$ cat config.mk
export PLATFORM = sky130hd
export DESIGN_NAME = gray_rd_arbiter_flat
export DESIGN_NICKNAME = d
export VERILOG_FILES = /design/src/rtl/gray_rd_arbiter_if.sv /design/src/rtl/gray_rd_arbiter.sv /design/src/flat_wrapper.sv
export SDC_FILE = /design/constraint.sdc
export NUM_CORES = 1
export LEC_CHECK = 0
export ABC_AREA = 1
export CAP_MARGIN = 20
export CORE_MARGIN = 2
export CORE_UTILIZATION = 38
export CTS_CLUSTER_DIAMETER = 80
export CTS_CLUSTER_SIZE = 16
export DETAILED_ROUTE_END_ITERATION = 16
export PLACE_DENSITY = 0.76
export SYNTH_ARGS = -nofsm -noshare
export SYNTH_HDL_FRONTEND = slang
export SYNTH_SLANG_ARGS = --single-unit
$ cat constraint.sdc
create_clock -name clk -period 1.56 [get_ports clk]
set_input_delay 0.39 -clock clk [delete_from_list [all_inputs] [get_ports clk]]
set_output_delay 0.39 -clock clk [all_outputs]
set_load 0.005 [all_outputs]
$ cat src/rtl/gray_rd_arbiter_if.sv
// Engine-side bus of the gray-image read arbiter: per-engine requests,
// burst-lock hints, addresses and done flags in; grants, read-data valid
// and shared read data out.
interface gray_rd_arbiter_if #(
  parameter int NUM_REQ = 2,
  parameter int ADDR_W  = 14,
  parameter int DATA_W  = 8
);
  logic [NUM_REQ-1:0]        req;
  logic [NUM_REQ-1:0]        lock;
  logic [NUM_REQ*ADDR_W-1:0] addr;
  logic [NUM_REQ-1:0]        eng_done;
  logic [NUM_REQ-1:0]        gnt;
  logic [NUM_REQ-1:0]        rvalid;
  logic [DATA_W-1:0]         rdata;

  // Pixel engines drive requests and consume grants and read data.
  modport master (
    output req, lock, addr, eng_done,
    input  gnt, rvalid, rdata
  );

  // The arbiter accepts requests and returns grants and read data.
  modport slave (
    input  req, lock, addr, eng_done,
    output gnt, rvalid, rdata
  );
endinterface

$ cat src/rtl/gray_rd_arbiter.sv
// Shares one gray-image read port between NUM_REQ pixel engines.
// Round-robin arbitration with a bounded burst lock, so an engine can fetch
// a 3x3 neighbourhood back to back. Read data returns two cycles after the
// grant, tagged to the requester. The per-engine done flags combine into a
// sticky finish.
module gray_rd_arbiter #(
  parameter int NUM_REQ   = 2,
  parameter int ADDR_W    = 14,
  parameter int DATA_W    = 8,
  parameter int MAX_BURST = 9
) (
  input  logic              clk,
  input  logic              reset,
  input  logic              gray_ready,
  gray_rd_arbiter_if.slave  eng,
  output logic [ADDR_W-1:0] gray_addr,
  output logic              gray_req,
  input  logic [DATA_W-1:0] gray_data,
  output logic              finish
);

  localparam int IDX_W = (NUM_REQ > 1) ? $clog2(NUM_REQ) : 1;
  localparam int CNT_W = $clog2(MAX_BURST + 1);

  typedef enum logic [1:0] {WAIT_READY, ARB, DONE} state_t;

  state_t             state_q, state_d;
  logic               ready_q;
  logic [IDX_W-1:0]   ptr_q, ptr_d;
  logic [IDX_W-1:0]   owner_q;
  logic               owner_vld_q;
  logic [CNT_W-1:0]   burst_q, burst_d;
  logic               grant_any;
  logic               lock_cont;
  logic [IDX_W-1:0]   grant_idx;
  logic [NUM_REQ-1:0] gnt_d;
  logic [IDX_W-1:0]   tag_q;
  logic [NUM_REQ-1:0] tag_onehot;

  // Next state and grant selection: locked continuation first, else round-robin.
  always_comb begin
    // NOTE: every output of this block gets a default first, so no path can
    // leave a signal unassigned and infer a latch.
    state_d   = state_q;
    ptr_d     = ptr_q;
    burst_d   = burst_q;
    grant_any = 1'b0;
    grant_idx = '0;
    lock_cont = 1'b0;
    gnt_d     = '0;
    unique case (state_q)
      WAIT_READY: begin
        if (gray_ready || ready_q) state_d = ARB;
      end
      ARB: begin
        lock_cont = (NUM_REQ > 1) && owner_vld_q && eng.req[owner_q] &&
                    eng.lock[owner_q] && (burst_q < CNT_W'(MAX_BURST));
        if (lock_cont) begin
          grant_any = 1'b1;
          grant_idx = owner_q;
          burst_d   = burst_q + 1'b1;
        end else begin
          for (int k = 0; k < NUM_REQ; k++) begin
            if (!grant_any && eng.req[IDX_W'((int'(ptr_q) + k) % NUM_REQ)]) begin
              grant_any = 1'b1;
              grant_idx = IDX_W'((int'(ptr_q) + k) % NUM_REQ);
            end
          end
          if (grant_any) begin
            burst_d = CNT_W'(1);
            ptr_d   = (int'(grant_idx) == NUM_REQ - 1) ? '0 : grant_idx + 1'b1;
          end
        end
        if (grant_any) gnt_d[grant_idx] = 1'b1;
        if (&eng.eng_done) state_d = DONE;
      end
      DONE: begin
        state_d = DONE;
      end
      default: begin
        state_d = WAIT_READY;
      end
    endcase
  end

  // The grant is combinational; keep it quiet while reset is applied.
  assign eng.gnt    = reset ? '0 : gnt_d;
  assign tag_onehot = NUM_REQ'(1) << tag_q;

  // Arbitration bookkeeping: state, ready flag, pointer, owner, burst count.
  always_ff @(posedge clk) begin
    // NOTE: sequential state uses non-blocking assignments so every register
    // samples the pre-edge values, independent of statement order.
    if (reset) begin
      state_q     <= WAIT_READY;
      ready_q     <= 1'b0;
      ptr_q       <= '0;
      owner_q     <= '0;
      owner_vld_q <= 1'b0;
      burst_q     <= '0;
    end else begin
      state_q     <= state_d;
      ready_q     <= ready_q | gray_ready;
      ptr_q       <= ptr_d;
      owner_vld_q <= grant_any;
      burst_q     <= burst_d;
      if (grant_any) owner_q <= grant_idx;
    end
  end

  // Read pipeline: address stage, then data return tagged to the requester.
  always_ff @(posedge clk) begin
    if (reset) begin
      gray_addr  <= '0;
      gray_req   <= 1'b0;
      tag_q      <= '0;
      eng.rvalid <= '0;
      eng.rdata  <= '0;
      finish     <= 1'b0;
    end else begin
      gray_req <= grant_any;
      if (grant_any) begin
        gray_addr <= eng.addr[int'(grant_idx)*ADDR_W +: ADDR_W];
        tag_q     <= grant_idx;
      end
      eng.rvalid <= gray_req ? tag_onehot : '0;
      if (gray_req) eng.rdata <= gray_data;
      finish <= finish | (state_d == DONE);
    end
  end

endmodule

$ cat src/flat_wrapper.sv
// flat-port wrapper written by rule: the top's interface ports become plain ports
module gray_rd_arbiter_flat 
#(
  parameter int NUM_REQ   = 2,
  parameter int ADDR_W    = 14,
  parameter int DATA_W    = 8,
  parameter int MAX_BURST = 9
)
  (clk, reset, gray_ready, gray_addr, gray_req, gray_data, finish, eng_req, eng_lock, eng_addr, eng_eng_done, eng_gnt, eng_rvalid, eng_rdata);
  gray_rd_arbiter_if #(.NUM_REQ(NUM_REQ), .ADDR_W(ADDR_W), .DATA_W(DATA_W)) eng_i ();
  input  logic clk;
  input  logic reset;
  input  logic gray_ready;
  output logic [ADDR_W-1:0] gray_addr;
  output logic gray_req;
  input  logic [DATA_W-1:0] gray_data;
  output logic finish;
  input wire logic [$bits(eng_i.req)-1:0] eng_req;
  input wire logic [$bits(eng_i.lock)-1:0] eng_lock;
  input wire logic [$bits(eng_i.addr)-1:0] eng_addr;
  input wire logic [$bits(eng_i.eng_done)-1:0] eng_eng_done;
  output wire logic [$bits(eng_i.gnt)-1:0] eng_gnt;
  output wire logic [$bits(eng_i.rvalid)-1:0] eng_rvalid;
  output wire logic [$bits(eng_i.rdata)-1:0] eng_rdata;
  assign eng_i.req = eng_req;
  assign eng_i.lock = eng_lock;
  assign eng_i.addr = eng_addr;
  assign eng_i.eng_done = eng_eng_done;
  assign eng_gnt = eng_i.gnt;
  assign eng_rvalid = eng_i.rvalid;
  assign eng_rdata = eng_i.rdata;
  gray_rd_arbiter #(.NUM_REQ(NUM_REQ), .ADDR_W(ADDR_W), .DATA_W(DATA_W), .MAX_BURST(MAX_BURST)) u_core (.clk(clk), .reset(reset), .gray_ready(gray_ready), .eng(eng_i), .gray_addr(gray_addr), .gray_req(gray_req), .gray_data(gray_data), .finish(finish));
endmodule
Yosys cells after proc, flatten, opt, wreduce, memory -nomap -nowiden

Cells that the tools add are included.

Word-level logic and storage cells: 77
Output and inout port bits: 28
Input port bits: 45
Register bits: 35

Shift operators: 2
Mux-type cells: 35
Reductions and logical operators: 13
Bitwise logic cells: 4
Magnitude comparators: 6
Add/sub/neg operators: 3
Multiply operators: 1
Eq/ne operators: 3

Operators by type and width:

| operator            | count |
|---|---|
| $shiftx 28x32->14   | 1 |
| $mux 1              | 26 |
| $mux 2              | 5 |
| $mux 4              | 2 |
| $lt 1x3->1 const B  | 2 |
| $pmux 2 s3          | 1 |
| $logic_and 1x1->1   | 5 |
| $add 4x1->4 const B | 1 |
| $eq 2x2->1 const B  | 2 |
| $lt 1x2->1 const B  | 2 |
| $lt 4x4->1 const B  | 1 |
| $mul 1x3->4 const B | 1 |
| $reduce_and 2->1    | 2 |
| $reduce_and 3->1    | 1 |
| $add 1x1->1 const B | 2 |
| $eq 2x1->1 const B  | 1 |
| $logic_not 2->1     | 1 |
| $not 1->1           | 2 |
| $or 1x1->1          | 2 |
| $reduce_bool 2->1   | 1 |
| $reduce_or 2->1     | 1 |
| $shl 1x1->2 const A | 1 |
| $demux 1 s1         | 1 |
| $ge 1x1->1 const B  | 1 |
| other kinds (2)     | 2 |

Depth between registers and ports, before layout

Word-level depth: 21
Depth in mapped cells: 12
Mapped depth without buffers: 11

Least setup slack after synthesis

OpenSTA, ideal clock, no wires.

Path type: register -> output
Start point: reg u_core.burst_q[0]
End point: out eng_gnt[0]
Stages on the path, launching flop included: 10
Required time: 1.170 ns
Setup slack: -0.142 ns
Arrival: 1.312 ns
Path buffers: 1
Cells stage by stage: dfxtp_1 inv_1 ha_1 nand2_1 nand2_1 nand3_2 nand2_1 nand2_2 buf_6 nor3_1

Cells in the longest elaborated chain, start to end: 11
Elaborated cells on any way between the ends: 14
Those cells by class: 3 x order compare; 9 x mux; 2 x reduce/logical

Ends and longest elaborated chain:

| what                                                                  | line                   | RTL |
|---|---|---|
| from (decl)                                                           | gray_rd_arbiter.sv:32  | `logic [CNT_W-1:0] burst_q, burst_d;` |
| from (signal assigned)                                                | gray_rd_arbiter.sv:106 | `burst_q <= burst_d;` |
| $lt 4x4->1 (*)                                                        | gray_rd_arbiter.sv:57  | `eng.lock[owner_q] && (burst_q < CNT_W'(MAX_BURST));` |
| $logic_and 1x1->1 (*)                                                 | gray_rd_arbiter.sv:57  |  |
| $mux 1                                                                | gray_rd_arbiter.sv:58  | `if (lock_cont) begin` |
| $mux 1                                                                | gray_rd_arbiter.sv:51  | `unique case (state_q)` |
| $lt 1x2->1 (not written as such) / $ge 1x1->1 (equally long branches) | gray_rd_arbiter.sv:74  | `if (grant_any) gnt_d[grant_idx] = 1'b1;` |
| $logic_and 1x1->1 (not written as such)                               | gray_rd_arbiter.sv:74  |  |
| $mux 1 (not written as such)                                          | gray_rd_arbiter.sv:74  |  |
| $demux 1 s1                                                           | -                      |  |
| $mux 2 (*)                                                            | gray_rd_arbiter.sv:74  |  |
| $mux 2 (*)                                                            | gray_rd_arbiter.sv:51  |  |
| $mux 2 (*)                                                            | gray_rd_arbiter.sv:87  | `assign eng.gnt = reset ? '0 : gnt_d;` |
| to (decl)                                                             | flat_wrapper.sv:22     | `output wire logic [$bits(eng_i.gnt)-1:0] eng_gnt;` |

Mark *: on every way between the ends. The rest lies on a longest branch, timed or not. The select of a mux whose other input is x is not followed.

Worst setup path after layout

Start point: reg u_core.burst_q[1]
End point: out eng_gnt[0]

The elaborated chain is that of the path after synthesis.

==> out/metrics.cfg <==
[floorplanning]
num_io_pins = 73
die_y_um = 70.5
rows = 24
die_w_um = 70.5
die-area_sq_um = 4960
core_sq_um = 4290
initial_utilization_pct = 39.1

[sta]
finalMaxSlewViolations = 0
hold_viol_final = 0
slew-limit-headroom_pct = 82.9
rsz0062_at_grt = yes
worstMarginPinSlew_ps = 255
fmax_ghz = 0.530
min_period_ps = 1890
finalSetupViolCount = 7
holdWs_ps = 452
finalCritPeriodShare_pct = 121
fin_skew_ps = 8.94
fin_ws_ps = -327

[yosys]
synth_top_family_by_area = simple AND/OR/NAND/NOR gates
syn_area_per_cell_sq_um = 7.66
synth-compound-area-share_pct = 8.65
synth-xor-area-share_pct = 0
syn_nets = 266
synth_common_cells = nand2_1 (53), dfxtp_1 (35), nor2_1 (21)
synth_mux_area_share_pct = 0
synthCells = 219
ys_types = 33
syn_area_sq_um = 1680
synth_adder_area_share_pct = 1.49
synthFlopType = dfxtp_1
synth_top_area_cell = dfxtp_1
yosysWarnings = 0
synth_seq_area_share_pct = 41.8
ys_ff_latch = 35
synth-async-reset-ratio_pct = 0
yosysMostFrequentCell = nand2_1
yosysTopAreaCellShare_pct = 41.8
synth-edff-count = 0
synthSimpleGateAreaFrac_pct = 38.9
yosys-top-cells-area = dfxtp_1 (42%), nand2_1 (12%), nand3_1 (5.4%)

[detailed_routing]
via_per_inst = 4.57
first_pass_iters = 4
drt_iter0_drc = 72
vias = 1723
final_antenna_net_count = 0
drc = 0
drt-total-wl_um = 4620
post_drt_wl_per_cell_um = 12.3

[grt]
antenna_found_initial = 0
grt_pass1_wl_um = 7640
grt_max_degree = 20
grtUsageTotal_pct = 19.4
grt.overflow.total = 0
grt_pass1_vias = 1652

[setup_path]
r2r_start = u_core.burst_q[1]$_SDFFE_PP0P_
path_class = flip-flop to output pin
start_kind = flip-flop
required_ps = 1170
r2r_cells = 13
endpoint_kind = output pin
regToRegSetupSlack_ps = -20
r2r-end = u_core.gray_addr[12]$_SDFFE_PP0P_
worstPathArrival_ps = 1500
cp_max_fo = 4

[cts]
h-tree-depth = 2
clock_path_buffers = 2
insertion_delay_ps = 290
path_clk_slew_ps = 70
cts_tree = yes
cts.sinks = 35
cts_hold_repair.buffers = 0
numCtsBuffers = 5
cts_root_buf = clkbuf_8

[layout]
drive_gt1_share_pct = 26.8
n_antenna_cell = 0
fillCellCount = 367
multi_input_area_sq_um = 918
regArea_sq_um = 711
nNetsFinal = 371
final_cell_area_sq_um = 2920
syn_to_final_growth_pct = 73.9

[status]
violations = negative setup slack
status = finished, violations left

[place]
post_dp_cell_area_sq_um = 2640
gp_congestion = 0.741
hpwl_um = 3170
portBuffers = 72

[hold_path]
hp-class = flip-flop to flip-flop
hp-start = u_core.gray_addr[9]$_SDFFE_PP0P_
holdPathEnd = u_core.gray_addr[9]$_SDFFE_PP0P_
hold_depth = 2

[pwr]
total_power_mw = 2.10
p_per_area_nw_per_um2 = 720
p_leak_nw = 1.40
peakVddDrop_v = 0.000404

[run]
drv_cap = 0

layout by cell type (no fill, tap or decap), types with 4 or more instances in the layout:
master	instances
inv_1	18
nand2_1	47
buf_6	4
o21ai_0	13
dlymetal6s2s_1	5
buf_4	24
clkdlybuf4s50_1	60
a21oi_1	5
nor2_1	20
nand2_4	8
nand2_2	10
inv_2	4
dfxtp_1	31
dlygate4sd2_1	4
nand3_1	18
nor3_1	4
clkbuf_8	5
cell type report:
type | count | area share, %
inverter | 25 | 3.39
sequential | 35 | 24.4
tap | 52 | 2.23
clock inverter | 1 | 0.172
clock buffer | 7 | 2.62
multi-input combinational | 152 | 31.5
timing repair buffer | 105 | 35.8
state kept, by name, indices dropped and copies added (netlist names):
register,count
u_core.ptr_q,1
u_core.burst_q,4
u_core.ready_q,1
u_core.state_q,2
u_core.tag_q,1
u_core.eng.rdata,8
u_core.gray_addr,14
u_core.eng.rvalid,2
u_core.owner_vld_q,1
u_core.finish,1
through the flow:
step	worst slack [ps]	std cells	TNS [ps]	utilization [%]
floorplan	-11.2	219	-11.2	-
global placement	-805	360	-9770	61.5
detailed placement	-851	360	-11120	61.5
CTS	-344	374	-614	65.0
global route	-411	377	-1510	67.9
finish	-327	377	-731	67.9
report_power, final:
group | internal, mW | switching, mW
logic | 0.293 | 0.215
registers | 0.942 | 0.0278
clock network | 0.313 | 0.311
total | 1.55 | 0.554
worst max path at each step:
stage	from	endpoint	slack, ps	depth (start not counted)
finish	u_core.burst_q[1]$_SDFFE_PP0P_	eng_gnt[0]	-330	9
detailed placement	eng_req[0]	eng_gnt[1]	-850	8
global route	u_core.burst_q[1]$_SDFFE_PP0P_	eng_gnt[0]	-410	9
CTS	u_core.tag_q$_SDFFE_PP0P_	eng_gnt[0]	-340	9
floorplan	u_core.burst_q[1]$_SDFFE_PP0P_	eng_gnt[1]	-10	9
global placement	eng_req[0]	eng_gnt[0]	-810	8
repair_timing:
item	in CTS	in global routing
pin swaps	11	10
resized for setup	21	27
buffers inserted	6	3
endpoints found under the setup margin	19	23
cloned	0	1
endpoints found under the hold margin	0	0
worst max-delay path, cell delays in order, from the launching register on:
cell,delay (ps)
dfxtp_2,330
inv_2,80
ha_4,140
nand2_4,50
nand2_4,90
nand4_4,120
nand2_4,90
inv_4,40
nor3_4,130
buf_2,140
metal layers:
| metal | wire (um) | vias up | GRT usage, % | part of all wire, % |
|---|---|---|---|---|
| li1 | - | 909 | - | - |
| met1 | 2090 | 752 | 23.7 | 45 |
| met5 | 0 | - | 0 | 0 |
| met3 | 313 | 4 | 6.49 | 6.8 |
| met2 | 2160 | 58 | 31.7 | 47 |
| met4 | 63 | 0 | 6.84 | 1.4 |
kinds of logic after synthesis:
group	after synthesis
AOI/OAI and AO/OA	26
DFF	35
buffers and inverters	32
and+or+nand+nor	124
adders and majority gates	2
No activity file was read; power rests on OpenSTA's default activity.
==> RTL edit: new RTL, same flow settings <==
`ADDR_W` is set to 14 in 3 places; all go to 12.
--- a/src/rtl/gray_rd_arbiter_if.sv
+++ b/src/rtl/gray_rd_arbiter_if.sv
@@ -5,3 +5,3 @@
   parameter int NUM_REQ = 2,
-  parameter int ADDR_W  = 14,
+  parameter int ADDR_W  = 12,
   parameter int DATA_W  = 8
--- a/src/rtl/gray_rd_arbiter.sv
+++ b/src/rtl/gray_rd_arbiter.sv
@@ -7,3 +7,3 @@
   parameter int NUM_REQ   = 2,
-  parameter int ADDR_W    = 14,
+  parameter int ADDR_W    = 12,
   parameter int DATA_W    = 8,
--- a/src/flat_wrapper.sv
+++ b/src/flat_wrapper.sv
@@ -4,3 +4,3 @@
   parameter int NUM_REQ   = 2,
-  parameter int ADDR_W    = 14,
+  parameter int ADDR_W    = 12,
   parameter int DATA_W    = 8,
Interface: changed (resized eng_addr and gray_addr); port bits go from 73 to 67. No check against the original RTL was run, so the function may have changed too.
==> RTL edit against the unedited design <==
  * Largest cell class unchanged
  * Core utilization about the same
  * Combinational power down 11%
  * Setup slack about the same
  * Die area down 8.2%
  * Maximum frequency about the same
  * Sequential share of layout area up 0.53 points
  * Largest power group unchanged
  * Total power down 6.8%
  * Routed wire length down 11%
  * The flow still finishes with violations (setup timing)
  * Sequential cell count down 2
  * Synthesized area down 8.7%
  * Cell area down 8.1%
==> RTL edit: results <==
metrics = {
    "drt": {
        "route.vias.total": 1655,
        "via_per_inst": 4.64,
        "routedWlPerCell_um": 11.5,
        "initialDrtViolationCount": 42,
    },
    "logic_synthesis": {
        "synth_compound_area_share_pct": 10.4,
        "yosysUniqueCellTypes": 26,
        "syn_nets": 248,
        "seq_area_frac_synth_pct": 43.1,
        "synthCells": 205,
        "synthTopCellsByArea": "dfxtp_1 43%, nand2_1 12%, nor2_1 6.4%",
        "ys_top_cells_by_count": "50 x nand2_1, 33 x dfxtp_1, 26 x nor2_1",
    },
    "final_layout": {
        "fillerInstances": 325,
        "drive_gt1_share_pct": 26.7,
        "largestRegisters": "u_core.gray_addr (12), u_core.eng.rdata (8), u_core.burst_q (4)",
    },
    "sta": {
        "worst_slew_pin_slew_ns": 0.348,
        "finClkSkew_ns": 0.00463,
        "setup_violations": 5,
        "timing.final.ws_setup_ns": -0.327,
    },
    "power": {
        "power_leakage_nw": 1.27,
        "ir_drop_mv": 0.467,
    },
    "global_routing": {
        "grt_start_max_net_pins": 17,
        "track_usage_pct": 19.0,
        "grt_pass1_vias": 1527,
        "grt_pass1_wl_mm": 6.49,
    },
    "placement": {
        "portBuffers": 66,
        "dp_cells": 345,
        "gp_congestion": 0.764,
    },
    "worst_setup_path": {
        "reg2reg_from": "u_core.burst_q[0]",
        "regToRegEndpoint": "u_core.gray_addr[0]",
    },
    "run_status": {
        "violations": "setup timing",
        "outcome": "complete, but fails checks",
    },
}
-- RTL edit: cell types whose count changed after synthesis, moves of 3 or more --
cell and change:
nand2_1 -3, nand2_2 -4, nand3_2 -4, nor2_1 +5, o21ai_0 -4, o21ai_1 +3
-- RTL edit: worst min-delay path by stage --
| stage | from | endpoint | slack, ns |
|---|---|---|---|
| after floorplan | u_core.burst_q[0] | u_core.burst_q[0] | 0.42 |
| after global placement | u_core.gray_addr[6] | u_core.gray_addr[6] | 0.44 |
| after detailed placement | u_core.gray_addr[9] | u_core.gray_addr[9] | 0.45 |
| after CTS | u_core.gray_addr[9] | u_core.gray_addr[9] | 0.45 |
| after global routing | u_core.gray_addr[6] | u_core.gray_addr[6] | 0.48 |
| final | u_core.gray_addr[6] | u_core.gray_addr[6] | 0.44 |
-- RTL edit: timing repair --
item                       CTS  global route
setup endpoints to repair   19            20
gates resized for setup     28            24
hold endpoints to repair     0             0
gates cloned                 0             0
pin swaps                   12            20
buffers inserted             3             3
-- RTL edit: worst max-delay path, cell delays in order (launching register included) --
cell and delay (ns):
dfxtp_2 0.33, inv_2 0.07, ha_4 0.14, nand2_4 0.04, nand2_4 0.08, nand3_4 0.11
nand2_2 0.08, nand2_2 0.06, nor3_2 0.17, buf_2 0.14
-- RTL edit: stage by stage --
step	total power, mW	setup TNS [ns]	util, %
3_3_place_gp	1.35	-10.01	62.2
6_report	1.96	-0.671	68.0
3_5_place_dp	1.35	-10.56	62.2
5_1_grt	2.06	-1.63	68.0
4_1_cts	1.96	-2.10	65.5
2_1_floorplan	1.10	-0.00977	-
-- RTL edit: kinds of logic (layout without fill, tap and decap cells) --
kind of cell | count (synthesis) | count (layout)
flip-flops | 33 | 33
adder cells (fa/ha/maj) | 2 | 2
AO/OA/AOI/OAI | 27 | 27
AND/OR/NAND/NOR | 115 | 115
buffers and inverters | 28 | 130
-- RTL edit: area by class of cell --
type / instances / area (sq um) / area share [%]
clock buffer: 8 / 80.1 / 2.99
inverter: 22 / 82.6 / 3.08
multi-input combinational: 144 / 856 / 31.9
sequential: 33 / 667 / 24.9
tap: 50 / 62.6 / 2.33
timing repair buffer: 100 / 932 / 34.8
-- RTL edit: per-layer routing --
metal	share of wire, %	vias up	GRT usage [%]
li1	-	863	-
met5	0	-	0
met1	44	754	23.8
met2	51	33	31.6
met4	1.3	0	9.44
met3	3.6	5	2.83
-- RTL edit: report_power, final --
part	switching, mW	leakage, nW	internal [mW]	total (mW)
Combinational	0.192	0.956	0.259	0.451
Sequential	0.0255	0.271	0.888	0.914
Clock	0.279	0.0395	0.316	0.595
